File: src/rtl/util_gmii_pkg.sv
// Shared encodings and state types for the GMII 10/100/1000 rate adapter.
package util_gmii_pkg;

  localparam logic [1:0] SPEED_10   = 2'b00;
  localparam logic [1:0] SPEED_100  = 2'b01;
  localparam logic [1:0] SPEED_1000 = 2'b10;

  localparam logic [3:0] NIB_PRE  = 4'h5;
  localparam logic [3:0] NIB_SFD  = 4'hD;
  localparam logic [7:0] BYTE_SFD = 8'hD5;

  typedef enum logic [1:0] {
    TX_IDLE,
    TX_LO,
    TX_HI
  } tx_state_t;

  typedef enum logic [2:0] {
    RX_IDLE,
    RX_HUNT,
    RX_LO,
    RX_HI,
    RX_DROP
  } rx_state_t;

  // Any encoding with the top bit set selects gigabit.
  function automatic logic is_gig(input logic [1:0] speed);
    return (speed & SPEED_1000) != 2'b00;
  endfunction

endpackage

File: src/rtl/util_gmii_rate_adapter_ce_gen.sv
// Nibble-rate strobe: every cycle at gigabit, once per DIV cycles at 10/100.
module util_gmii_ce_gen
  import util_gmii_pkg::*;
#(
  parameter int unsigned CLK_DIV_100 = 5,
  parameter int unsigned CLK_DIV_10  = 50
) (
  input  logic       clk,
  input  logic       reset_n,
  input  logic [1:0] speed,
  output logic       nib_stb
);

  localparam int unsigned DIV_MAX = (CLK_DIV_10 > CLK_DIV_100) ? CLK_DIV_10 : CLK_DIV_100;
  localparam int unsigned CW      = $clog2(DIV_MAX);

  logic [CW-1:0] cnt;
  logic [CW-1:0] div_last;
  logic [1:0]    speed_prev;
  logic          restart;

  always_comb begin
    case (speed)
      SPEED_10:  div_last = CW'(CLK_DIV_10 - 1);
      SPEED_100: div_last = CW'(CLK_DIV_100 - 1);
      default:   div_last = CW'(CLK_DIV_10 - 1);
    endcase
    restart = (speed != speed_prev);
    if (is_gig(speed)) begin
      nib_stb = 1'b1;
    end else begin
      // A stale count must not fire a strobe in the cycle the rate changes.
      nib_stb = !restart && (cnt == div_last);
    end
  end

  always_ff @(posedge clk) begin
    if (!reset_n) begin
      cnt        <= '0;
      speed_prev <= speed;
    end else begin
      speed_prev <= speed;
      if (restart || is_gig(speed) || (cnt == div_last)) begin
        cnt <= '0;
      end else begin
        cnt <= cnt + 1'b1;
      end
    end
  end

endmodule

File: src/rtl/util_gmii_rate_adapter.sv
// GMII rate adapter: gigabit pass-through, or nibble split/assemble with
// strobe pacing at 10/100, plus half-duplex CRS/COL generation.
module util_gmii_rate_adapter
  import util_gmii_pkg::*;
#(
  parameter int unsigned CLK_DIV_100        = 5,
  parameter int unsigned CLK_DIV_10         = 50,
  parameter bit          RX_ERR_ON_MISALIGN = 1'b1
) (
  input  logic       clk,
  input  logic       reset_n,
  input  logic [1:0] speed_selection,
  input  logic       duplex_mode,
  input  logic [7:0] mac_txd,
  input  logic       mac_tx_en,
  input  logic       mac_tx_er,
  output logic       mac_tx_ce,
  output logic [7:0] phy_txd,
  output logic       phy_tx_en,
  output logic       phy_tx_er,
  output logic       phy_tx_ce,
  input  logic [7:0] phy_rxd,
  input  logic       phy_rx_dv,
  input  logic       phy_rx_er,
  input  logic       phy_rx_ce,
  output logic [7:0] mac_rxd,
  output logic       mac_rx_dv,
  output logic       mac_rx_er,
  output logic       mac_rx_ce,
  output logic       mac_crs,
  output logic       mac_col,
  output logic       rx_align_err
);

  logic [1:0] speed_q;
  logic       duplex_q;
  logic       active;
  logic       gig;
  logic       nib_stb;
  tx_state_t  tx_state;
  rx_state_t  rx_state;
  logic [3:0] tx_hi;
  logic [3:0] rx_lo;
  logic       rx_er_lo;
  logic       seen5;
  logic [3:0] rx_nib;

  assign gig    = is_gig(speed_q);
  assign rx_nib = phy_rxd[3:0];

  util_gmii_ce_gen #(
    .CLK_DIV_100 (CLK_DIV_100),
    .CLK_DIV_10  (CLK_DIV_10)
  ) u_ce_gen (
    .clk     (clk),
    .reset_n (reset_n),
    .speed   (speed_q),
    .nib_stb (nib_stb)
  );

  // active keeps the combinational accept strobe low through reset.
  assign mac_tx_ce = active && nib_stb && (gig || (tx_state != TX_LO));

  always_ff @(posedge clk) begin
    if (!reset_n) begin
      active   <= 1'b0;
      speed_q  <= speed_selection;
      duplex_q <= duplex_mode;
      mac_crs  <= 1'b0;
      mac_col  <= 1'b0;
    end else begin
      active <= 1'b1;
      if ((tx_state == TX_IDLE) && (rx_state == RX_IDLE) && !phy_tx_en && !phy_rx_dv) begin
        speed_q  <= speed_selection;
        duplex_q <= duplex_mode;
      end
      if (duplex_q) begin
        mac_crs <= 1'b0;
        mac_col <= 1'b0;
      end else begin
        mac_crs <= phy_tx_en | phy_rx_dv;
        mac_col <= phy_tx_en & phy_rx_dv;
      end
    end
  end

  always_ff @(posedge clk) begin
    if (!reset_n) begin
      tx_state  <= TX_IDLE;
      tx_hi     <= '0;
      phy_txd   <= '0;
      phy_tx_en <= 1'b0;
      phy_tx_er <= 1'b0;
      phy_tx_ce <= 1'b0;
    end else if (gig) begin
      tx_state  <= TX_IDLE;
      phy_txd   <= mac_txd;
      phy_tx_en <= mac_tx_en;
      phy_tx_er <= mac_tx_er;
      phy_tx_ce <= 1'b1;
    end else begin
      phy_tx_ce <= 1'b0;
      case (tx_state)
        TX_IDLE, TX_HI: begin
          if (mac_tx_ce) begin
            phy_txd   <= {2{mac_txd[3:0]}};
            phy_tx_en <= mac_tx_en;
            phy_tx_er <= mac_tx_er;
            phy_tx_ce <= 1'b1;
            tx_hi     <= mac_txd[7:4];
            tx_state  <= mac_tx_en ? TX_LO : TX_IDLE;
          end
        end
        TX_LO: begin
          if (nib_stb) begin
            phy_txd   <= {2{tx_hi}};
            phy_tx_ce <= 1'b1;
            tx_state  <= TX_HI;
          end
        end
        default: tx_state <= TX_IDLE;
      endcase
    end
  end

  always_ff @(posedge clk) begin
    if (!reset_n) begin
      rx_state     <= RX_IDLE;
      rx_lo        <= '0;
      rx_er_lo     <= 1'b0;
      seen5        <= 1'b0;
      mac_rxd      <= '0;
      mac_rx_dv    <= 1'b0;
      mac_rx_er    <= 1'b0;
      mac_rx_ce    <= 1'b0;
      rx_align_err <= 1'b0;
    end else if (gig) begin
      rx_state     <= RX_IDLE;
      mac_rx_ce    <= phy_rx_ce;
      rx_align_err <= 1'b0;
      if (phy_rx_ce) begin
        mac_rxd   <= phy_rxd;
        mac_rx_dv <= phy_rx_dv;
        mac_rx_er <= phy_rx_er;
      end
    end else begin
      mac_rx_ce    <= 1'b0;
      rx_align_err <= 1'b0;
      if (phy_rx_ce) begin
        case (rx_state)
          RX_IDLE: begin
            if (phy_rx_dv) begin
              rx_state <= RX_HUNT;
              seen5    <= (rx_nib == NIB_PRE);
            end
          end
          RX_HUNT: begin
            if (!phy_rx_dv) begin
              rx_state <= RX_IDLE;
            end else if (rx_nib == NIB_PRE) begin
              seen5 <= 1'b1;
            end else if ((rx_nib == NIB_SFD) && seen5) begin
              mac_rxd   <= BYTE_SFD;
              mac_rx_dv <= 1'b1;
              mac_rx_er <= phy_rx_er;
              mac_rx_ce <= 1'b1;
              rx_state  <= RX_LO;
            end else if (RX_ERR_ON_MISALIGN) begin
              rx_align_err <= 1'b1;
              rx_state     <= RX_DROP;
            end else begin
              seen5 <= 1'b0;
            end
          end
          RX_LO: begin
            if (!phy_rx_dv) begin
              mac_rxd   <= '0;
              mac_rx_dv <= 1'b0;
              mac_rx_er <= 1'b0;
              mac_rx_ce <= 1'b1;
              rx_state  <= RX_IDLE;
            end else begin
              rx_lo    <= rx_nib;
              rx_er_lo <= phy_rx_er;
              rx_state <= RX_HI;
            end
          end
          RX_HI: begin
            if (!phy_rx_dv) begin
              // Odd nibble count: the stored half byte is discarded.
              rx_align_err <= 1'b1;
              mac_rxd      <= '0;
              mac_rx_dv    <= 1'b0;
              mac_rx_er    <= 1'b0;
              mac_rx_ce    <= 1'b1;
              rx_state     <= RX_IDLE;
            end else begin
              mac_rxd   <= {rx_nib, rx_lo};
              mac_rx_dv <= 1'b1;
              mac_rx_er <= rx_er_lo | phy_rx_er;
              mac_rx_ce <= 1'b1;
              rx_state  <= RX_LO;
            end
          end
          RX_DROP: begin
            if (!phy_rx_dv) rx_state <= RX_IDLE;
          end
          default: rx_state <= RX_IDLE;
        endcase
      end
    end
  end

endmodule

File: config.mk
export PLATFORM = sky130hd
export DESIGN_NAME = util_gmii_rate_adapter
export DESIGN_NICKNAME = d
export VERILOG_FILES = /design/src/rtl/util_gmii_pkg.sv /design/src/rtl/util_gmii_rate_adapter_ce_gen.sv /design/src/rtl/util_gmii_rate_adapter.sv
export SDC_FILE = /design/constraint.sdc
export NUM_CORES = 1
export LEC_CHECK = 0
export BUFFER_PORTS_ARGS = -buffer_cell sky130_fd_sc_hd__buf_2
export CORE_AREA = 2 2 73 75
export DETAILED_ROUTE_END_ITERATION = 16
export DIE_AREA = 0 0 75 77
export GPL_ROUTABILITY_DRIVEN = 0
export PLACE_DENSITY = 0.77
export SYNTH_ARGS = -nofsm -noshare
export SYNTH_HDL_FRONTEND = slang
export SYNTH_HIERARCHICAL = 1
export SYNTH_SLANG_ARGS = --single-unit
File: constraint.sdc
create_clock -name clk -period 2.4 [get_ports clk]
set_input_delay 0.48 -clock clk [delete_from_list [all_inputs] [get_ports clk]]
set_output_delay 0.48 -clock clk [all_outputs]
set_load 0.005 [all_outputs]
==> impl_results.rst, run 1 <==
.. list-table::
   :header-rows: 1

   * - Metric
     - Value
   * - Setup Total Neg Slack
     - -2640 ps
   * - Count of antenna-violating nets left after detailed routing
     - 0
   * - Number of optimization iterations in the first detailed-route pass
     - 4
   * - Global-route usage over all layers
     - 18.1%
   * - Rel. slew slack
     - 61.9%
   * - Initial core utilization
     - 46.4%
   * - Clock tree buffer depth
     - 2
   * - Hold path startpoint
     - duplex_mode
   * - Avg Vias per Cell
     - 5.45
   * - Share of the clock period used by the worst path after layout
     - 111%
   * - Routed wire length
     - 5.17 mm
   * - H-tree depth
     - 2
   * - Count leader, synth
     - sky130_fd_sc_hd__dfxtp_1
   * - Count of input and output buffers
     - 51
   * - Leakage power summed over all cells
     - 1.27 nW
   * - Hold violation count in the final report
     - 0
   * - Via count
     - 2,040
   * - Cell area after technology mapping
     - 2310 sq um
   * - Count of inserted antenna diode cells
     - 0
   * - Setup repair after global routing missed its margin
     - yes
   * - Number of flip-flops and latches in the synthesized netlist
     - 52
   * - Crit start category
     - flop
   * - Core region area
     - 4980 sq um
   * - Floorplan die width
     - 75 um
   * - Cell count after synthesis
     - 243
   * - Residual overflow from global routing
     - 0
   * - Total placed cells including tap cells
     - 362
   * - Max frequency
     - 376 MHz
   * - Final setup skew
     - 10.5 ps
   * - Number of buffers added to fix hold violations after cts
     - 0
   * - Final setup violating endpoints
     - 16
   * - Largest cells by area after synthesis
     - sky130_fd_sc_hd__dfxtp_1 42%, sky130_fd_sc_hd__mux2i_1 6.1%, sky130_fd_sc_hd__o221a_2 4.4%, sky130_fd_sc_hd__edfxtp_1 3.9%, sky130_fd_sc_hd__nor2_1 3.7%
   * - Crit path max fanout
     - 2
   * - Share of synthesized area occupied by flip-flops and latches
     - 46.4%
   * - Slew @ Worst Pin
     - 565 ps
   * - Outcome
     - finished, violations left
   * - Final standard cell utilization of the core
     - 57.4%
   * - Cell type contributing the most total cell area after synthesis
     - sky130_fd_sc_hd__dfxtp_1
   * - Synth Flop Type
     - sky130_fd_sc_hd__dfxtp_1
   * - Net count after synthesis
     - 270
   * - Full die area
     - 5780 sq um
   * - Slack of the critical path
     - -262 ps
   * - Number of clock sinks seen by CTS
     - 52
   * - Type of the worst setup path
     - reg2out
   * - Skew-Pair Late Insertion Delay
     - 310 ps
   * - # Max-Cap Violations
     - 0
   * - Vias in the first global route
     - 1,833
   * - Post-synth EDFFs
     - 3
   * - Power per cell area
     - 605 nW/um^2
   * - Initial antenna violation count
     - 0
   * - Buffer cell driving the clock tree root
     - sky130_fd_sc_hd__clkbuf_8
   * - Final number of max-transition violations
     - 0
   * - Arrival @ worst endpoint
     - 2180 ps
   * - Finished Layout Cells
     - 374
   * - CTS tree
     - yes
   * - Height of the die
     - 77 um
   * - Critical Path RT
     - 1920 ps
   * - Internal reg-to-reg setup slack
     - -190 ps
   * - Proportion of netlist area held by the largest area contributor
     - 42.5%
   * - Maximum vdd ir drop
     - 248 uV
   * - Critical Path End Type
     - output port
   * - I/O Pins
     - 52
   * - Most frequent cells after synthesis
     - 49 x sky130_fd_sc_hd__dfxtp_1, 23 x sky130_fd_sc_hd__nor2_1, 16 x sky130_fd_sc_hd__a21oi_1, 14 x sky130_fd_sc_hd__mux2i_1, 12 x sky130_fd_sc_hd__nand2_1
   * - Number of buffers created by CTS
     - 5
   * - Final Net Count
     - 330
   * - Crit. Startpoint
     - u_ce_gen/cnt[0]
   * - Fraction of registers with async set/reset
     - 0%
   * - Number of design-rule violations left by the first detailed-router iteration
     - 113
   * - Min cycle time layout
     - 2660 ps
   * - First-pass GRT wire length
     - 8.25 mm
   * - Routed length per instance
     - 13.8 um
   * - Syn_area_per_cell
     - 9.50 sq um
   * - Class of the worst hold path
     - in2reg
   * - Synthesis-to-layout area growth
     - 23.7%
   * - Number of different library cells in the post-synthesis netlist
     - 47
   * - Clock slew at the register clock pins of the worst setup and hold paths
     - 90 ps
   * - DRC violations left
     - 0
   * - Fraction of layout instances using a drive strength above 1
     - 31.3%
   * - Total number of yosys warnings
     - 6
   * - Startpoint of the lowest-slack register-to-register path
     - u_ce_gen/cnt[0]
   * - Maximum number of pins on one net before global-route repair
     - 37
   * - Detail Placement HPWL
     - 3.69 mm
   * - Violated checks
     - setup timing
   * - Number of standard-cell rows in the floorplan
     - 26
placed cells by master (no fill, tap or decap), types with 2 or more instances in the layout:
cell type / synthesis / routed
sky130_fd_sc_hd__nor3_1: 9 / 8
sky130_fd_sc_hd__nor2b_1: 4 / 4
sky130_fd_sc_hd__buf_2: 4 / 51
sky130_fd_sc_hd__nand3b_1: 4 / 4
sky130_fd_sc_hd__o211a_1: 4 / 4
sky130_fd_sc_hd__a221o_1: 5 / 5
sky130_fd_sc_hd__a21oi_1: 16 / 16
sky130_fd_sc_hd__nor2_1: 23 / 23
sky130_fd_sc_hd__mux2i_1: 14 / 14
sky130_fd_sc_hd__edfxtp_1: 3 / 3
sky130_fd_sc_hd__clkbuf_8: 0 / 5
sky130_fd_sc_hd__a211oi_1: 4 / 3
sky130_fd_sc_hd__nand2b_1: 5 / 5
sky130_fd_sc_hd__and2_1: 10 / 10
sky130_fd_sc_hd__nand2_1: 12 / 11
sky130_fd_sc_hd__dfxtp_1: 49 / 48
sky130_fd_sc_hd__buf_4: 0 / 16
sky130_fd_sc_hd__nor3b_1: 2 / 2
sky130_fd_sc_hd__o21ai_0: 6 / 6
sky130_fd_sc_hd__xor2_1: 3 / 3
sky130_fd_sc_hd__inv_1: 4 / 4
sky130_fd_sc_hd__buf_6: 1 / 2
sky130_fd_sc_hd__nand3_1: 7 / 7
sky130_fd_sc_hd__xnor2_1: 2 / 2
sky130_fd_sc_hd__o211ai_1: 2 / 2
sky130_fd_sc_hd__a22oi_1: 3 / 3
sky130_fd_sc_hd__o221a_2: 9 / 9
sky130_fd_sc_hd__or4_1: 3 / 2
sky130_fd_sc_hd__o31ai_1: 2 / 2
sky130_fd_sc_hd__o41ai_1: 2 / 2
sky130_fd_sc_hd__nor4_1: 2 / 2
sky130_fd_sc_hd__nor4b_1: 2 / 2
routing by layer:
metal  vias to the layer above  track usage (%)  routed length (um)
met4                         0             7.14                  94
met5                         -                0                   0
met3                         9             3.29                 301
met2                        65             29.4                2480
li1                       1013                -                   -
met1                       953             23.3                2300
flip-flops by register name, summed over array words and instances, names as in the netlist, 2 cells and up:
register and flops:
tx_state 2, speed_q 2, rx_state 3, mac_rxd 8, rx_lo 4, u_ce_gen/speed_prev 2, phy_txd 8, tx_hi 4
u_ce_gen/cnt 6
final timing paths:
path                            endpoint  cells past startpoint
setup reg to reg              phy_txd[4]                      9
hold reg to reg   u_ce_gen/speed_prev[0]                      0
hold / removal                  duplex_q                      1
setup / recovery               mac_tx_ce                      7
power by group:
part           total, W  internal, W  switching (W)
Sequential     0.000937     0.000914      0.0000233
Combinational  0.000234     0.000113       0.000121
Clock          0.000557     0.000267       0.000290
Total           0.00173      0.00129       0.000434
logic make-up (layout without fill, tap and decap cells):
kind of cell             after synthesis  after routing  synth area share, %
AND/OR/NAND/NOR                       95             95                 22.8
adder cells (fa/ha/maj)                1              1                0.542
flip-flops                            52             52                 46.4
XOR/XNOR                               5              5                 1.90
buffers and inverters                 20             81                 3.79
AO/OA/AOI/OAI                         56             56                 18.5
multiplexers                          14             14                 6.07
stage by stage:
| stage | area [sq um] | hold WS, ps | total power, W | setup WS (ps) |
|---|---|---|---|---|
| after floorplan | 2320 | 390 | 0.00108 | 10.8 |
| after global placement | 2690 | 413 | 0.00117 | -0.0659 |
| after detailed placement | 2690 | 434 | 0.00118 | -36.9 |
| after CTS | 2840 | 341 | 0.00174 | -244 |
| after global routing | 2860 | 336 | 0.00181 | -330 |
| final | 2860 | 348 | 0.00173 | -262 |
worst max-delay path, stage by stage (launching register included):
cell	delay [ps]
sky130_fd_sc_hd__dfxtp_2	330
sky130_fd_sc_hd__or4b_1	500
sky130_fd_sc_hd__or4_4	430
sky130_fd_sc_hd__a211oi_2	180
sky130_fd_sc_hd__or2_1	170
sky130_fd_sc_hd__nand2_2	70
sky130_fd_sc_hd__nor2_1	80
sky130_fd_sc_hd__buf_2	110
cell type report:
type / count / area [sq um]
multi-input combinational: 171 / 1180
timing repair buffer: 69 / 398
inverter: 4 / 15.0
clock inverter: 2 / 12.5
fill: 478 / 2120
tap: 70 / 87.6
clock buffer: 6 / 93.8
sequential: 52 / 1070
timing repair:
item	CTS	global route
setup buffers	3	1
gates resized for setup	5	3
pin swaps	5	3
setup endpoints to repair	2	16
gates cloned	0	0
endpoints found under the hold margin	0	0
Power figures use the tool's default switching activity.
==> inputs of run 2 (changes only) <==
--- a/config.mk
+++ b/config.mk
@@ -7,11 +7,11 @@
 export LEC_CHECK = 0
 export BUFFER_PORTS_ARGS = -buffer_cell sky130_fd_sc_hd__buf_2
 export CORE_AREA = 2 2 73 75
+export CTS_BUF_LIST = sky130_fd_sc_hd__clkbuf_4 sky130_fd_sc_hd__clkbuf_8
 export DETAILED_ROUTE_END_ITERATION = 16
 export DIE_AREA = 0 0 75 77
 export GPL_ROUTABILITY_DRIVEN = 0
-export PLACE_DENSITY = 0.77
+export PLACE_DENSITY = 0.81
 export SYNTH_ARGS = -nofsm -noshare
 export SYNTH_HDL_FRONTEND = slang
-export SYNTH_HIERARCHICAL = 1
 export SYNTH_SLANG_ARGS = --single-unit
==> run 2 against run 1 <==
The flow now finishes without violations. Via count is 7.8% higher. Clock power is 8.8% lower. Final area is 2.8% higher. Routed wire length up 7.3%. Register-to-register slack gained 590 ps. Fmax rose by 14%. Sequential share of layout area decreased by 1.0 points. Core utilization rose by 1.6 points. Combinational power is 10% lower. Critical endpoint unchanged. Largest cell class unchanged. Largest power group unchanged.
==> impl_results.rst, run 2 <==
.. list-table::
   :header-rows: 1

   * - Metric
     - Value
   * - Number of standard-cell rows in the floorplan
     - 26 (unchanged)
   * - Count leader, synth
     - sky130_fd_sc_hd__dfxtp_1 (unchanged)
   * - Routed wire length
     - 5.55 mm (was 5.17 mm)
   * - Post-synth EDFFs
     - 3 (unchanged)
   * - Maximum vdd ir drop
     - 348 uV (was 248 uV)
   * - I/O Pins
     - 52 (unchanged)
   * - Cell count after synthesis
     - 282 (was 243)
   * - Initial antenna violation count
     - 0 (unchanged)
   * - Final setup violating endpoints
     - 0 (was 16)
   * - Fillers
     - 454 (was 478)
   * - Full die area
     - 5780 sq um (unchanged)
   * - Slew @ Worst Pin
     - 505 ps (was 565 ps)
   * - Syn_area_per_cell
     - 8.83 sq um (was 9.50 sq um)
   * - Class of the worst hold path
     - in2reg (unchanged)
   * - CTS tree
     - yes (unchanged)
   * - Via count
     - 2,199 (was 2,040)
   * - Initial core utilization
     - 50.1% (was 46.4%)
   * - Share of the clock period used by the worst path after layout
     - 97.1% (was 111%)
   * - Maximum number of pins on one net before global-route repair
     - 37 (unchanged)
   * - Synthesis-to-layout area growth
     - 17.9% (was 23.7%)
   * - Footprint of the multi-input gates
     - 1350 sq um (was 1180 sq um)
   * - Internal reg-to-reg setup slack
     - 400 ps (was -190 ps)
   * - Largest registers
     - mac_rxd: 8 flops, phy_txd: 8 flops, u_ce_gen.cnt: 6 flops (was mac_rxd: 8 flops, phy_txd: 8 flops, u_ce_gen/cnt: 6 flops)
   * - Number of clock sinks seen by CTS
     - 52 (unchanged)
   * - Synth Flop Type
     - sky130_fd_sc_hd__dfxtp_1 (unchanged)
   * - Final number of max-transition violations
     - 0 (unchanged)
   * - Cell depth of the worst hold path
     - 1 (unchanged)
   * - Critical Path End Type
     - output port (unchanged)
   * - Power per cell area
     - 559 nW/um^2 (was 605 nW/um^2)
   * - Switching Power
     - 0.000413 W (was 0.000434 W)
   * - Avg Vias per Cell
     - 5.50 (was 5.45)
   * - Portion of total power attributed to combinational logic
     - 12.8% (was 13.5%)
   * - Leading cell types in the layout, fill and taps excluded
     - 51 x sky130_fd_sc_hd__buf_2, 48 x sky130_fd_sc_hd__dfxtp_1, 44 x sky130_fd_sc_hd__nand2_1 (was 51 x sky130_fd_sc_hd__buf_2, 48 x sky130_fd_sc_hd__dfxtp_1, 23 x sky130_fd_sc_hd__nor2_1)
   * - Buffer cell driving the clock tree root
     - sky130_fd_sc_hd__clkbuf_8 (unchanged)
   * - Crit start category
     - flop (unchanged)
   * - Worst-case hold path end point
     - speed_q[1] (was duplex_q)
   * - Relative contribution of the clock network to total power
     - 30.9% (was 32.2%)
   * - Depth of the worst register-to-register path
     - 4 (was 9)
   * - Total number of yosys warnings
     - 0 (was 6)
   * - Type of the worst setup path
     - reg2out (unchanged)
   * - Number of different library cells in the post-synthesis netlist
     - 46 (was 47)
   * - Internal power
     - 0.00123 W (was 0.00129 W)
   * - Final instance area
     - 2940 sq um (was 2860 sq um)
   * - Arrival @ worst endpoint
     - 1850 ps (was 2180 ps)
   * - Most frequent cells after synthesis
     - 49 x sky130_fd_sc_hd__dfxtp_1, 44 x sky130_fd_sc_hd__nand2_1, 30 x sky130_fd_sc_hd__mux2i_1, 22 x sky130_fd_sc_hd__nor2_1, 18 x sky130_fd_sc_hd__nand3_1 (was 49 x sky130_fd_sc_hd__dfxtp_1, 23 x sky130_fd_sc_hd__nor2_1, 16 x sky130_fd_sc_hd__a21oi_1, 14 x sky130_fd_sc_hd__mux2i_1, 12 x sky130_fd_sc_hd__nand2_1)
   * - Critical Path RT
     - 1920 ps (about the same)
   * - Most common library cell in the layout ignoring fill and taps
     - sky130_fd_sc_hd__buf_2 (unchanged)
   * - Largest cells by area after synthesis
     - sky130_fd_sc_hd__dfxtp_1 39%, sky130_fd_sc_hd__mux2i_1 12%, sky130_fd_sc_hd__nand2_1 6.6%, sky130_fd_sc_hd__nand3_1 3.6%, sky130_fd_sc_hd__edfxtp_1 3.6% (was sky130_fd_sc_hd__dfxtp_1 42%, sky130_fd_sc_hd__mux2i_1 6.1%, sky130_fd_sc_hd__o221a_2 4.4%, sky130_fd_sc_hd__edfxtp_1 3.9%, sky130_fd_sc_hd__nor2_1 3.7%)
   * - Routed length per instance
     - 13.9 um (was 13.8 um)
   * - Number of flip-flops and latches in the synthesized netlist
     - 52 (unchanged)
   * - Post-CTS Setup Repair Bufs
     - 0 (was 3)
   * - Core region area
     - 4980 sq um (unchanged)
   * - Number of buffers created by CTS
     - 5 (unchanged)
   * - Fraction of power consumed by sequential logic
     - 56.3% (was 54.2%)
   * - Rel. slew slack
     - 66.2% (was 61.9%)
   * - Count of antenna-violating nets left after detailed routing
     - 0 (unchanged)
   * - Startpoint of the lowest-slack register-to-register path
     - u_ce_gen.cnt[0] (was u_ce_gen/cnt[0])
   * - Floorplan die width
     - 75 um (unchanged)
   * - Placement-stage cell area
     - 2830 sq um (was 2690 sq um)
   * - Vias in the first global route
     - 2,120 (was 1,833)
   * - Hold violation count in the final report
     - 0 (unchanged)
   * - Final standard cell utilization of the core
     - 59.0% (was 57.4%)
   * - First-pass GRT wire length
     - 9.34 mm (was 8.25 mm)
   * - Switching share of total power
     - 25.2% (was 25.1%)
   * - Fraction of registers with async set/reset
     - 0% (unchanged)
   * - Number of design-rule violations left by the first detailed-router iteration
     - 160 (was 113)
   * - Flip-flop and latch area
     - 1070 sq um (unchanged)
   * - Total placed cells including tap cells
     - 393 (was 362)
   * - Final setup skew
     - 7.13 ps (was 10.5 ps)
   * - Min cycle time layout
     - 2330 ps (was 2660 ps)
   * - Leakage power summed over all cells
     - 1.26 nW (was 1.27 nW)
   * - Proportion of netlist area held by the largest area contributor
     - 39.4% (was 42.5%)
   * - Height of the die
     - 77 um (unchanged)
   * - Crit path max fanout
     - 5 (was 2)
   * - Number of optimization iterations in the first detailed-route pass
     - 4 (unchanged)
   * - Count of input and output buffers
     - 51 (unchanged)
   * - Finished Layout Cells
     - 400 (was 374)
   * - Cell area after technology mapping
     - 2490 sq um (was 2310 sq um)
   * - Final Net Count
     - 357 (was 330)
   * - Count of inserted antenna diode cells
     - 0 (unchanged)
   * - Min Hold Slack
     - 346 ps (was 348 ps)
   * - Hold path startpoint
     - speed_selection[1] (was duplex_mode)
   * - Share of synthesized area occupied by flip-flops and latches
     - 43.0% (was 46.4%)
   * - DRC violations left
     - 0 (unchanged)
   * - H-tree depth
     - 2 (unchanged)
   * - Residual overflow from global routing
     - 0 (unchanged)
   * - Fraction of layout instances using a drive strength above 1
     - 24.8% (was 31.3%)
   * - Clock tree buffer depth
     - 2 (unchanged)
   * - Detail Placement HPWL
     - 3.94 mm (was 3.69 mm)
   * - Number of buffers added to fix hold violations after cts
     - 0 (unchanged)
   * - Net count after synthesis
     - 309 (was 270)
   * - Outcome
     - finished, final reports clean (was finished, violations left)
   * - # Max-Cap Violations
     - 0 (unchanged)
   * - Max frequency
     - 429 MHz (was 376 MHz)
   * - Clock slew at the register clock pins of the worst setup and hold paths
     - 90 ps (about the same)
   * - Post-route total power
     - 0.00164 W (was 0.00173 W)
   * - Cell type contributing the most total cell area after synthesis
     - sky130_fd_sc_hd__dfxtp_1 (unchanged)
   * - Skew-Pair Late Insertion Delay
     - 310 ps (about the same)
   * - Worst reg2reg endpoint
     - phy_txd[7] (was phy_txd[4])
   * - Global-route usage over all layers
     - 20.6% (was 18.1%)
==> run 2: worst max-delay path: stages, from the launching register on <==
cell and delay [ps]:
sky130_fd_sc_hd__dfxtp_2 350, sky130_fd_sc_hd__or4b_4 560, sky130_fd_sc_hd__mux2i_2 190, sky130_fd_sc_hd__nand4_1 140
sky130_fd_sc_hd__a21boi_2 180, sky130_fd_sc_hd__buf_2 130
==> run 2: metrics by stage <==
stage	setup slack, ps	TNS, ps
2_1_floorplan	414	0
5_1_grt	-36.5	-36.5
3_5_place_dp	289	0
3_3_place_gp	306	0
6_report	70.5	0
4_1_cts	6.36	0
==> run 2: cell type report <==
class / count / area share [%]
Sequential cell: 52 / 36.5
Timing Repair Buffer: 60 / 11.0
Clock buffer: 6 / 2.81
Multi-Input combinational cell: 207 / 45.9
Clock inverter: 1 / 0.298
Inverter: 4 / 0.511
Tap cell: 70 / 2.98
==> run 2: how the worst max path moves through the flow <==
stage,slack (ps),end,from
final,70,mac_tx_ce,u_ce_gen.cnt[0]
after CTS,6,mac_tx_ce,u_ce_gen.cnt[0]
after global placement,310,mac_tx_ce,u_ce_gen.cnt[0]
after floorplan,410,mac_tx_ce,u_ce_gen.cnt[0]
after detailed placement,290,mac_tx_ce,u_ce_gen.cnt[0]
after global routing,-40,mac_tx_ce,u_ce_gen.cnt[2]
==> run 2: logic make-up after synthesis <==
kind of cell               Yosys count  share of synthesized area (%)
and+or+nand+nor                    126                           24.8
DFF                                 52                           43.0
AOI/OAI and AO/OA                   39                           11.6
muxes                               35                           14.5
buffers and inverters               23                           3.57
xor gates and xnor gates             6                           2.11
adders and majority gates            1                          0.502
==> run 2: power by group through the flow <==
stage,sequential [W],combinational (W),clock (W)
floorplan,0.000945,0.000120,0
global placement,0.000943,0.000205,0
detailed placement,0.000944,0.000209,0
CTS,0.000924,0.000210,0.000522
global route,0.000930,0.000235,0.000555
finish,0.000924,0.000210,0.000508
==> run 2: per-layer routing <==
metal	track usage, %	part of all wire [%]	wire, um	up-vias
met4	9.64	1.8	102	0
met5	0	0	0	-
met1	24.9	45	2480	1048
met3	4.99	5.0	279	7
li1	-	-	-	1094
met2	33.6	48	2680	50
==> run 2: what timing repair did <==
| item | 4_1_cts | 5_1_grt |
|---|---|---|
| pin swaps | 0 | 1 |
| gates resized for setup | 1 | 4 |
| endpoints found under the setup margin | 1 | 1 |
